$ cat src/rtl/pipeline_mem_arbiter_if.sv
// Bundle of the instruction-fetch port, data port and shared memory port of pipeline_mem_arbiter.
// slave: the arbiter's view; master: the environment (fetch unit, LSU and memory).
interface pipeline_mem_arbiter_if #(
    parameter int unsigned AW = 64,
    parameter int unsigned DW = 64
);
    localparam int unsigned SW = DW / 8;

    logic          if_req;
    logic [AW-1:0] if_addr;
    logic [31:0]   if_rdata;
    logic          if_ready;

    logic          d_req;
    logic          d_we;
    logic [AW-1:0] d_addr;
    logic [DW-1:0] d_wdata;
    logic [SW-1:0] d_wstrb;
    logic [DW-1:0] d_rdata;
    logic          d_ready;

    logic          m_req;
    logic          m_we;
    logic [AW-1:0] m_addr;
    logic [DW-1:0] m_wdata;
    logic [SW-1:0] m_wstrb;
    logic          m_ack;
    logic [DW-1:0] m_rdata;

    modport slave (
        input  if_req, if_addr,
        output if_rdata, if_ready,
        input  d_req, d_we, d_addr, d_wdata, d_wstrb,
        output d_rdata, d_ready,
        output m_req, m_we, m_addr, m_wdata, m_wstrb,
        input  m_ack, m_rdata
    );

    modport master (
        output if_req, if_addr,
        input  if_rdata, if_ready,
        output d_req, d_we, d_addr, d_wdata, d_wstrb,
        input  d_rdata, d_ready,
        input  m_req, m_we, m_addr, m_wdata, m_wstrb,
        output m_ack, m_rdata
    );
endinterface

$ cat src/rtl/pipeline_mem_arbiter.sv
// Arbitrates instruction fetch and data accesses onto one single-port memory, one transaction at a time.
// Define MEM_ARB_FAIR_EN to alternate grants on simultaneous requests; otherwise data always wins ties.
module pipeline_mem_arbiter #(
    parameter int unsigned AW = 64,
    parameter int unsigned DW = 64
) (
    input  logic                    clk,
    input  logic                    reset,
    pipeline_mem_arbiter_if.slave   bus
);
    localparam int unsigned SW = DW / 8;

    typedef enum logic [1:0] {IDLE, I_BUSY, D_BUSY, DONE} state_e;

    state_e        state_q, state_d;
    logic          m_req_q, m_req_d;
    logic          m_we_q, m_we_d;
    logic [AW-1:0] m_addr_q, m_addr_d;
    logic [DW-1:0] m_wdata_q, m_wdata_d;
    logic [SW-1:0] m_wstrb_q, m_wstrb_d;
    logic [31:0]   if_rdata_q, if_rdata_d;
    logic          if_ready_q, if_ready_d;
    logic [DW-1:0] d_rdata_q, d_rdata_d;
    logic          d_ready_q, d_ready_d;
    logic          pick_d, pick_i;
`ifdef MEM_ARB_FAIR_EN
    logic          last_grant_q, last_grant_d;  // 1 = data was granted last
`endif

    always_ff @(posedge clk or posedge reset) begin
        if (reset) begin
            state_q    <= IDLE;
            m_req_q    <= 1'b0;
            m_we_q     <= 1'b0;
            m_addr_q   <= '0;
            m_wdata_q  <= '0;
            m_wstrb_q  <= '0;
            if_rdata_q <= '0;
            if_ready_q <= 1'b0;
            d_rdata_q  <= '0;
            d_ready_q  <= 1'b0;
`ifdef MEM_ARB_FAIR_EN
            last_grant_q <= 1'b0;
`endif
        end else begin
            state_q    <= state_d;
            m_req_q    <= m_req_d;
            m_we_q     <= m_we_d;
            m_addr_q   <= m_addr_d;
            m_wdata_q  <= m_wdata_d;
            m_wstrb_q  <= m_wstrb_d;
            if_rdata_q <= if_rdata_d;
            if_ready_q <= if_ready_d;
            d_rdata_q  <= d_rdata_d;
            d_ready_q  <= d_ready_d;
`ifdef MEM_ARB_FAIR_EN
            last_grant_q <= last_grant_d;
`endif
        end
    end

    // Grant selection, memory-side latching and completion capture
    always_comb begin
        state_d    = state_q;
        m_req_d    = m_req_q;
        m_we_d     = m_we_q;
        m_addr_d   = m_addr_q;
        m_wdata_d  = m_wdata_q;
        m_wstrb_d  = m_wstrb_q;
        if_rdata_d = if_rdata_q;
        if_ready_d = 1'b0;
        d_rdata_d  = d_rdata_q;
        d_ready_d  = 1'b0;
`ifdef MEM_ARB_FAIR_EN
        last_grant_d = last_grant_q;
        pick_d       = bus.d_req && (!bus.if_req || !last_grant_q);
`else
        pick_d       = bus.d_req;
`endif
        pick_i = bus.if_req && !pick_d;

        case (state_q)
            IDLE: begin
                if (pick_d) begin
                    state_d   = D_BUSY;
                    m_req_d   = 1'b1;
                    m_we_d    = bus.d_we;
                    m_addr_d  = bus.d_addr;
                    m_wdata_d = bus.d_wdata;
                    m_wstrb_d = bus.d_wstrb;
`ifdef MEM_ARB_FAIR_EN
                    last_grant_d = 1'b1;
`endif
                end else if (pick_i) begin
                    state_d   = I_BUSY;
                    m_req_d   = 1'b1;
                    m_we_d    = 1'b0;
                    m_addr_d  = bus.if_addr;
                    m_wdata_d = '0;
                    m_wstrb_d = '0;
`ifdef MEM_ARB_FAIR_EN
                    last_grant_d = 1'b0;
`endif
                end
            end
            I_BUSY: begin
                if (bus.m_ack) begin
                    state_d    = DONE;
                    m_req_d    = 1'b0;
                    if_ready_d = 1'b1;
                    if_rdata_d = m_addr_q[2] ? bus.m_rdata[63:32] : bus.m_rdata[31:0];
                end
            end
            D_BUSY: begin
                if (bus.m_ack) begin
                    state_d   = DONE;
                    m_req_d   = 1'b0;
                    d_ready_d = 1'b1;
                    d_rdata_d = bus.m_rdata;
                end
            end
            DONE: begin
                state_d = IDLE;
                m_req_d = 1'b0;
            end
            default: begin
                state_d = IDLE;
                m_req_d = 1'b0;
            end
        endcase
    end

    assign bus.m_req    = m_req_q;
    assign bus.m_we     = m_we_q;
    assign bus.m_addr   = m_addr_q;
    assign bus.m_wdata  = m_wdata_q;
    assign bus.m_wstrb  = m_wstrb_q;
    assign bus.if_rdata = if_rdata_q;
    assign bus.if_ready = if_ready_q;
    assign bus.d_rdata  = d_rdata_q;
    assign bus.d_ready  = d_ready_q;
endmodule

$ cat src/flat_wrapper.sv
// flat-port wrapper written by rule: the top's interface ports become plain ports
module pipeline_mem_arbiter_flat 
#(
    parameter int unsigned AW = 64,
    parameter int unsigned DW = 64
)
  (clk, reset, bus_if_req, bus_if_addr, bus_if_rdata, bus_if_ready, bus_d_req, bus_d_we, bus_d_addr, bus_d_wdata, bus_d_wstrb, bus_d_rdata, bus_d_ready, bus_m_req, bus_m_we, bus_m_addr, bus_m_wdata, bus_m_wstrb, bus_m_ack, bus_m_rdata);
  pipeline_mem_arbiter_if #(.AW(AW), .DW(DW)) bus_i ();
  input  logic clk;
  input  logic reset;
  input wire logic [$bits(bus_i.if_req)-1:0] bus_if_req;
  input wire logic [$bits(bus_i.if_addr)-1:0] bus_if_addr;
  output wire logic [$bits(bus_i.if_rdata)-1:0] bus_if_rdata;
  output wire logic [$bits(bus_i.if_ready)-1:0] bus_if_ready;
  input wire logic [$bits(bus_i.d_req)-1:0] bus_d_req;
  input wire logic [$bits(bus_i.d_we)-1:0] bus_d_we;
  input wire logic [$bits(bus_i.d_addr)-1:0] bus_d_addr;
  input wire logic [$bits(bus_i.d_wdata)-1:0] bus_d_wdata;
  input wire logic [$bits(bus_i.d_wstrb)-1:0] bus_d_wstrb;
  output wire logic [$bits(bus_i.d_rdata)-1:0] bus_d_rdata;
  output wire logic [$bits(bus_i.d_ready)-1:0] bus_d_ready;
  output wire logic [$bits(bus_i.m_req)-1:0] bus_m_req;
  output wire logic [$bits(bus_i.m_we)-1:0] bus_m_we;
  output wire logic [$bits(bus_i.m_addr)-1:0] bus_m_addr;
  output wire logic [$bits(bus_i.m_wdata)-1:0] bus_m_wdata;
  output wire logic [$bits(bus_i.m_wstrb)-1:0] bus_m_wstrb;
  input wire logic [$bits(bus_i.m_ack)-1:0] bus_m_ack;
  input wire logic [$bits(bus_i.m_rdata)-1:0] bus_m_rdata;
  assign bus_i.if_req = bus_if_req;
  assign bus_i.if_addr = bus_if_addr;
  assign bus_if_rdata = bus_i.if_rdata;
  assign bus_if_ready = bus_i.if_ready;
  assign bus_i.d_req = bus_d_req;
  assign bus_i.d_we = bus_d_we;
  assign bus_i.d_addr = bus_d_addr;
  assign bus_i.d_wdata = bus_d_wdata;
  assign bus_i.d_wstrb = bus_d_wstrb;
  assign bus_d_rdata = bus_i.d_rdata;
  assign bus_d_ready = bus_i.d_ready;
  assign bus_m_req = bus_i.m_req;
  assign bus_m_we = bus_i.m_we;
  assign bus_m_addr = bus_i.m_addr;
  assign bus_m_wdata = bus_i.m_wdata;
  assign bus_m_wstrb = bus_i.m_wstrb;
  assign bus_i.m_ack = bus_m_ack;
  assign bus_i.m_rdata = bus_m_rdata;
  pipeline_mem_arbiter #(.AW(AW), .DW(DW)) u_core (.clk(clk), .reset(reset), .bus(bus_i));
endmodule
$ cat config.mk
export PLATFORM = sky130hd
export DESIGN_NAME = pipeline_mem_arbiter_flat
export DESIGN_NICKNAME = d
export VERILOG_FILES = /design/src/rtl/pipeline_mem_arbiter_if.sv /design/src/rtl/pipeline_mem_arbiter.sv /design/src/flat_wrapper.sv
export SDC_FILE = /design/constraint.sdc
export NUM_CORES = 1
export LEC_CHECK = 0
export BUFFER_PORTS_ARGS = -buffer_cell sky130_fd_sc_hd__buf_2
export CORE_AREA = 4 4 194 196
export CTS_CLUSTER_DIAMETER = 150
export CTS_CLUSTER_SIZE = 16
export DETAILED_ROUTE_END_ITERATION = 16
export DIE_AREA = 0 0 198 200
export GPL_ROUTABILITY_DRIVEN = 1
export GPL_TIMING_DRIVEN = 0
export PLACE_DENSITY = 0.55
export SETUP_SLACK_MARGIN = 0.15
export SLEW_MARGIN = 20
export SYNTH_ARGS = -nofsm -noshare
export SYNTH_HDL_FRONTEND = slang
export SYNTH_SLANG_ARGS = --single-unit
$ cat constraint.sdc
create_clock -name clk -period 25 [get_ports clk]
set_input_delay 5 -clock clk [delete_from_list [all_inputs] [get_ports clk]]
set_output_delay 5 -clock clk [all_outputs]
set_load 0.005 [all_outputs]
==> impl_metrics.prom <==
# TYPE chip_impl_metric gauge
chip_impl_metric{name="placed_cells",unit=""} 1714
chip_impl_info{name="crit_path_cell_trace",value="buf_2"} 1
chip_impl_metric{name="finalHoldViolations",unit=""} 0
chip_impl_metric{name="ios",unit=""} 506
chip_impl_metric{name="vias",unit=""} 7855
chip_impl_metric{name="nFillCells",unit=""} 3678
chip_impl_metric{name="placement.cell_area",unit="mm2"} 0.0128
chip_impl_metric{name="post-route-period-util",unit="%"} 24.2
chip_impl_metric{name="finalNetCount",unit=""} 1540
chip_impl_metric{name="timing.slew.headroom",unit="%"} 61.3
chip_impl_metric{name="drt-pass1-iter-count",unit=""} 4
chip_impl_metric{name="area.growth.synth_to_final",unit="%"} 38.0
chip_impl_metric{name="die_height",unit="um"} 200
chip_impl_metric{name="path_buf_inv",unit=""} 1
chip_impl_metric{name="total_power",unit="mW"} 1.60
chip_impl_info{name="min-delay-path-class",value="flip-flop to flip-flop"} 1
chip_impl_info{name="worst_path_max_delay_cell",value="dfrtp_1"} 1
chip_impl_metric{name="clock_latency",unit="ps"} 490
chip_impl_metric{name="cts_hold_buf",unit=""} 0
chip_impl_metric{name="fin_worst_skew",unit="ps"} 6.80
chip_impl_metric{name="syn-num-nets",unit=""} 1014
chip_impl_metric{name="share_of_final_layout_standard_cells_stronger_than_drive_strength_1",unit="%"} 50.9
chip_impl_metric{name="timing.critical_path.depth",unit=""} 1
chip_impl_metric{name="clock_tree.htree_level_count",unit=""} 1
chip_impl_metric{name="port-buffer-count",unit=""} 504
chip_impl_metric{name="worstRegToRegCells",unit=""} 6
chip_impl_info{name="status",value="finished, final reports clean"} 1
chip_impl_metric{name="numClockSinks",unit=""} 238
chip_impl_metric{name="timing.final.crit_period",unit="ps"} 6050
chip_impl_metric{name="hpwl",unit="um"} 26100
chip_impl_info{name="critical_path.top_delay_family",value="flip-flops"} 1
chip_impl_metric{name="die_w",unit="um"} 198
chip_impl_metric{name="critical-path-max-stage-delay",unit="ps"} 420
chip_impl_metric{name="cts_setup_buffers",unit=""} 0
chip_impl_metric{name="critical_path_peak_fanout",unit=""} 2
chip_impl_metric{name="wl_per_cell",unit="um"} 18.8
chip_impl_metric{name="design.core.area",unit="mm2"} 0.0361
chip_impl_metric{name="worstMarginPinSlew",unit="ps"} 580
chip_impl_metric{name="worst_hold_path.num_cells",unit=""} 2
chip_impl_metric{name="cts-root-to-sink-buffers",unit=""} 3
chip_impl_metric{name="ys_ff_latch",unit=""} 238
chip_impl_metric{name="grt_max_degree",unit=""} 102
chip_impl_info{name="cts_tree",value="done"} 1
chip_impl_metric{name="first_global_vias",unit=""} 8100
chip_impl_metric{name="die_area",unit="mm2"} 0.0396
chip_impl_info{name="critPathCaptureType",value="output port"} 1
chip_impl_metric{name="antenna_found_initial",unit=""} 1
chip_impl_info{name="cp-start-kind",value="flip-flop"} 1
chip_impl_info{name="cts_root_buf",value="clkbuf_16"} 1
chip_impl_metric{name="grt_first_pass_wirelength",unit="um"} 47400
chip_impl_metric{name="cellLeakagePower",unit="nW"} 6.99
chip_impl_metric{name="layoutNonFillerInstCount",unit=""} 1736
chip_impl_metric{name="drt-total-wl",unit="um"} 32600
chip_impl_metric{name="start_util",unit="%"} 26.7
chip_impl_metric{name="globalRoute.totalOverflow",unit=""} 0
chip_impl_metric{name="maxCapViolCount",unit=""} 0
chip_impl_metric{name="grt.total_usage",unit="%"} 15.2
chip_impl_metric{name="netlist_instances",unit=""} 740
chip_impl_metric{name="timing.setup.tns",unit="ps"} 0
chip_impl_info{name="grt_setup_unrepaired",value="false"} 1
chip_impl_metric{name="cts.clk_slew.worst_paths",unit="ps"} 70
chip_impl_metric{name="worstPathArrival",unit="ps"} 1050
chip_impl_metric{name="max_freq",unit="MHz"} 165
chip_impl_metric{name="powerDensity",unit="mW/mm2"} 121
chip_impl_info{name="crit-reg2reg-launch",value="u_core.state_q[0]"} 1
chip_impl_info{name="critical_path_class",value="flip-flop to output port"} 1
chip_impl_metric{name="final.hold.worst_slack",unit="ps"} 481
chip_impl_metric{name="worst_ep_required_time",unit="ps"} 20000
chip_impl_metric{name="cts_buf_count",unit=""} 18
chip_impl_metric{name="post_synth.cell_area_avg",unit="um2"} 13.0
chip_impl_metric{name="syn_area",unit="mm2"} 0.00963
chip_impl_metric{name="final_area",unit="mm2"} 0.0133
chip_impl_metric{name="synth-seq-area-share",unit="%"} 61.8
chip_impl_metric{name="count_of_endpoints_failing_setup_in_the_final_report",unit=""} 0
chip_impl_metric{name="timing_max_transition_violations_final",unit=""} 0
chip_impl_metric{name="synth-warning-count",unit=""} 0
chip_impl_metric{name="avgViaCountPerCell",unit=""} 4.52
chip_impl_metric{name="drt-initial-drc-count",unit=""} 212
chip_impl_metric{name="max-vdd-ir-drop",unit="mV"} 0.0641
chip_impl_metric{name="post-route-drc-count",unit=""} 0
chip_impl_metric{name="cts-resized-gates",unit=""} 0
chip_impl_metric{name="weighted_congestion_at_the_end_of_routability_driven_global_placement",unit=""} 0.892
chip_impl_info{name="worstSetupStartpoint",value="u_core.bus.m_wdata[50]"} 1
chip_impl_metric{name="drtAntennaViolNets",unit=""} 0
chip_impl_info{name="min_from",value="u_core.bus.m_addr[18]"} 1
chip_impl_metric{name="std_cell_rows",unit=""} 70
chip_impl_metric{name="synthDistinctLibCells",unit=""} 22
-- registers in the layout, indices dropped and copies added, names as in the netlist --
name                 count
u_core.bus.d_rdata      64
u_core.bus.m_we          1
u_core.bus.d_ready       1
u_core.bus.m_wdata      64
u_core.state_q           2
u_core.bus.m_req         1
u_core.bus.if_ready      1
u_core.bus.if_rdata     32
u_core.bus.m_addr       64
u_core.bus.m_wstrb       8
-- metrics by stage --
stage                     worst slack (ps)  utilization, %
after detailed placement             18570            35.5
after floorplan                      13470               -
after global placement               10570            35.3
after CTS                            18910            36.8
final                                18950            36.9
after global routing                 18890            36.8
-- final cells by class --
type	count	area, um2	share of cell area [%]
sequential	238	5960	44.8
multi-input combinational	442	3300	24.8
timing repair buffer	506	2580	19.4
tap	468	586	4.40
clock buffer	20	489	3.68
buffer	56	360	2.71
inverter	4	22.5	0.169
antenna	2	5.00	0.0376
-- cells by family after synthesis --
family,synth area share [%]
DFF,61.8
AOI/OAI and AO/OA,11.8
muxes,17.9
and+or+nand+nor,4.05
buffers and inverters,3.90
adders and majority gates,0.520
-- Yosys cell counts --
library cell / number / area share, %
o21ai_2: 1 / 0.091
nand2_1: 66 / 2.6
nor2b_1: 1 / 0.065
buf_1: 2 / 0.078
nor2_1: 33 / 1.3
inv_1: 4 / 0.16
buf_6: 11 / 1.3
ha_1: 4 / 0.52
o21ai_1: 39 / 2.0
mux2i_1: 99 / 10
clkbuf_1: 3 / 0.12
o21ai_0: 26 / 1.4
clkbuf_2: 3 / 0.16
mux2_2: 65 / 7.6
a22o_1: 73 / 6.6
buf_2: 33 / 1.7
buf_4: 1 / 0.078
and2_1: 2 / 0.13
buf_8: 1 / 0.16
dfrtp_1: 238 / 62
a21oi_1: 33 / 1.7
clkbuf_4: 2 / 0.16
-- layout by cell type, fill, tap and decap left out, drive strengths merged --
cell    Yosys  layout
buf        48     554
dfrtp     238     238
mux2i      99      99
a22o       73      73
nand2      66      66
o21ai      66      66
mux2       65      65
nor2       33      33
a21oi      33      33
clkbuf      8      28
ha          4       4
inv         4       4
diode       0       2
and2        2       2
nor2b       1       1
-- path summary, 6_finish.rpt --
path	end	slack, ps
max	bus_m_wdata[50]	18950
min	u_core.bus.m_addr[18]	480
min in group asynchronous	u_core.bus.d_rdata[59]	4480
min reg2reg	u_core.bus.m_addr[18]	480
max reg2reg	u_core.bus.d_rdata[18]	23120
max in group asynchronous	u_core.bus.m_addr[21]	19700
-- report_power, final --
| part | internal (mW) | switching (mW) | leakage, nW |
|---|---|---|---|
| Sequential | 0.579 | 0.0999 | 2.90 |
| Clock | 0.138 | 0.133 | 0.241 |
| Combinational | 0.332 | 0.323 | 3.85 |
| Total | 1.05 | 0.556 | 6.99 |
-- layer usage --
layer,global-route usage [%],share of wire [%],up-vias
li1,-,-,3669
met1,19.0,40,3781
met2,25.8,48,353
met3,4.26,9.2,52
met4,4.72,3.0,0
met5,0,0,-
Power figures use the tool's default switching activity.
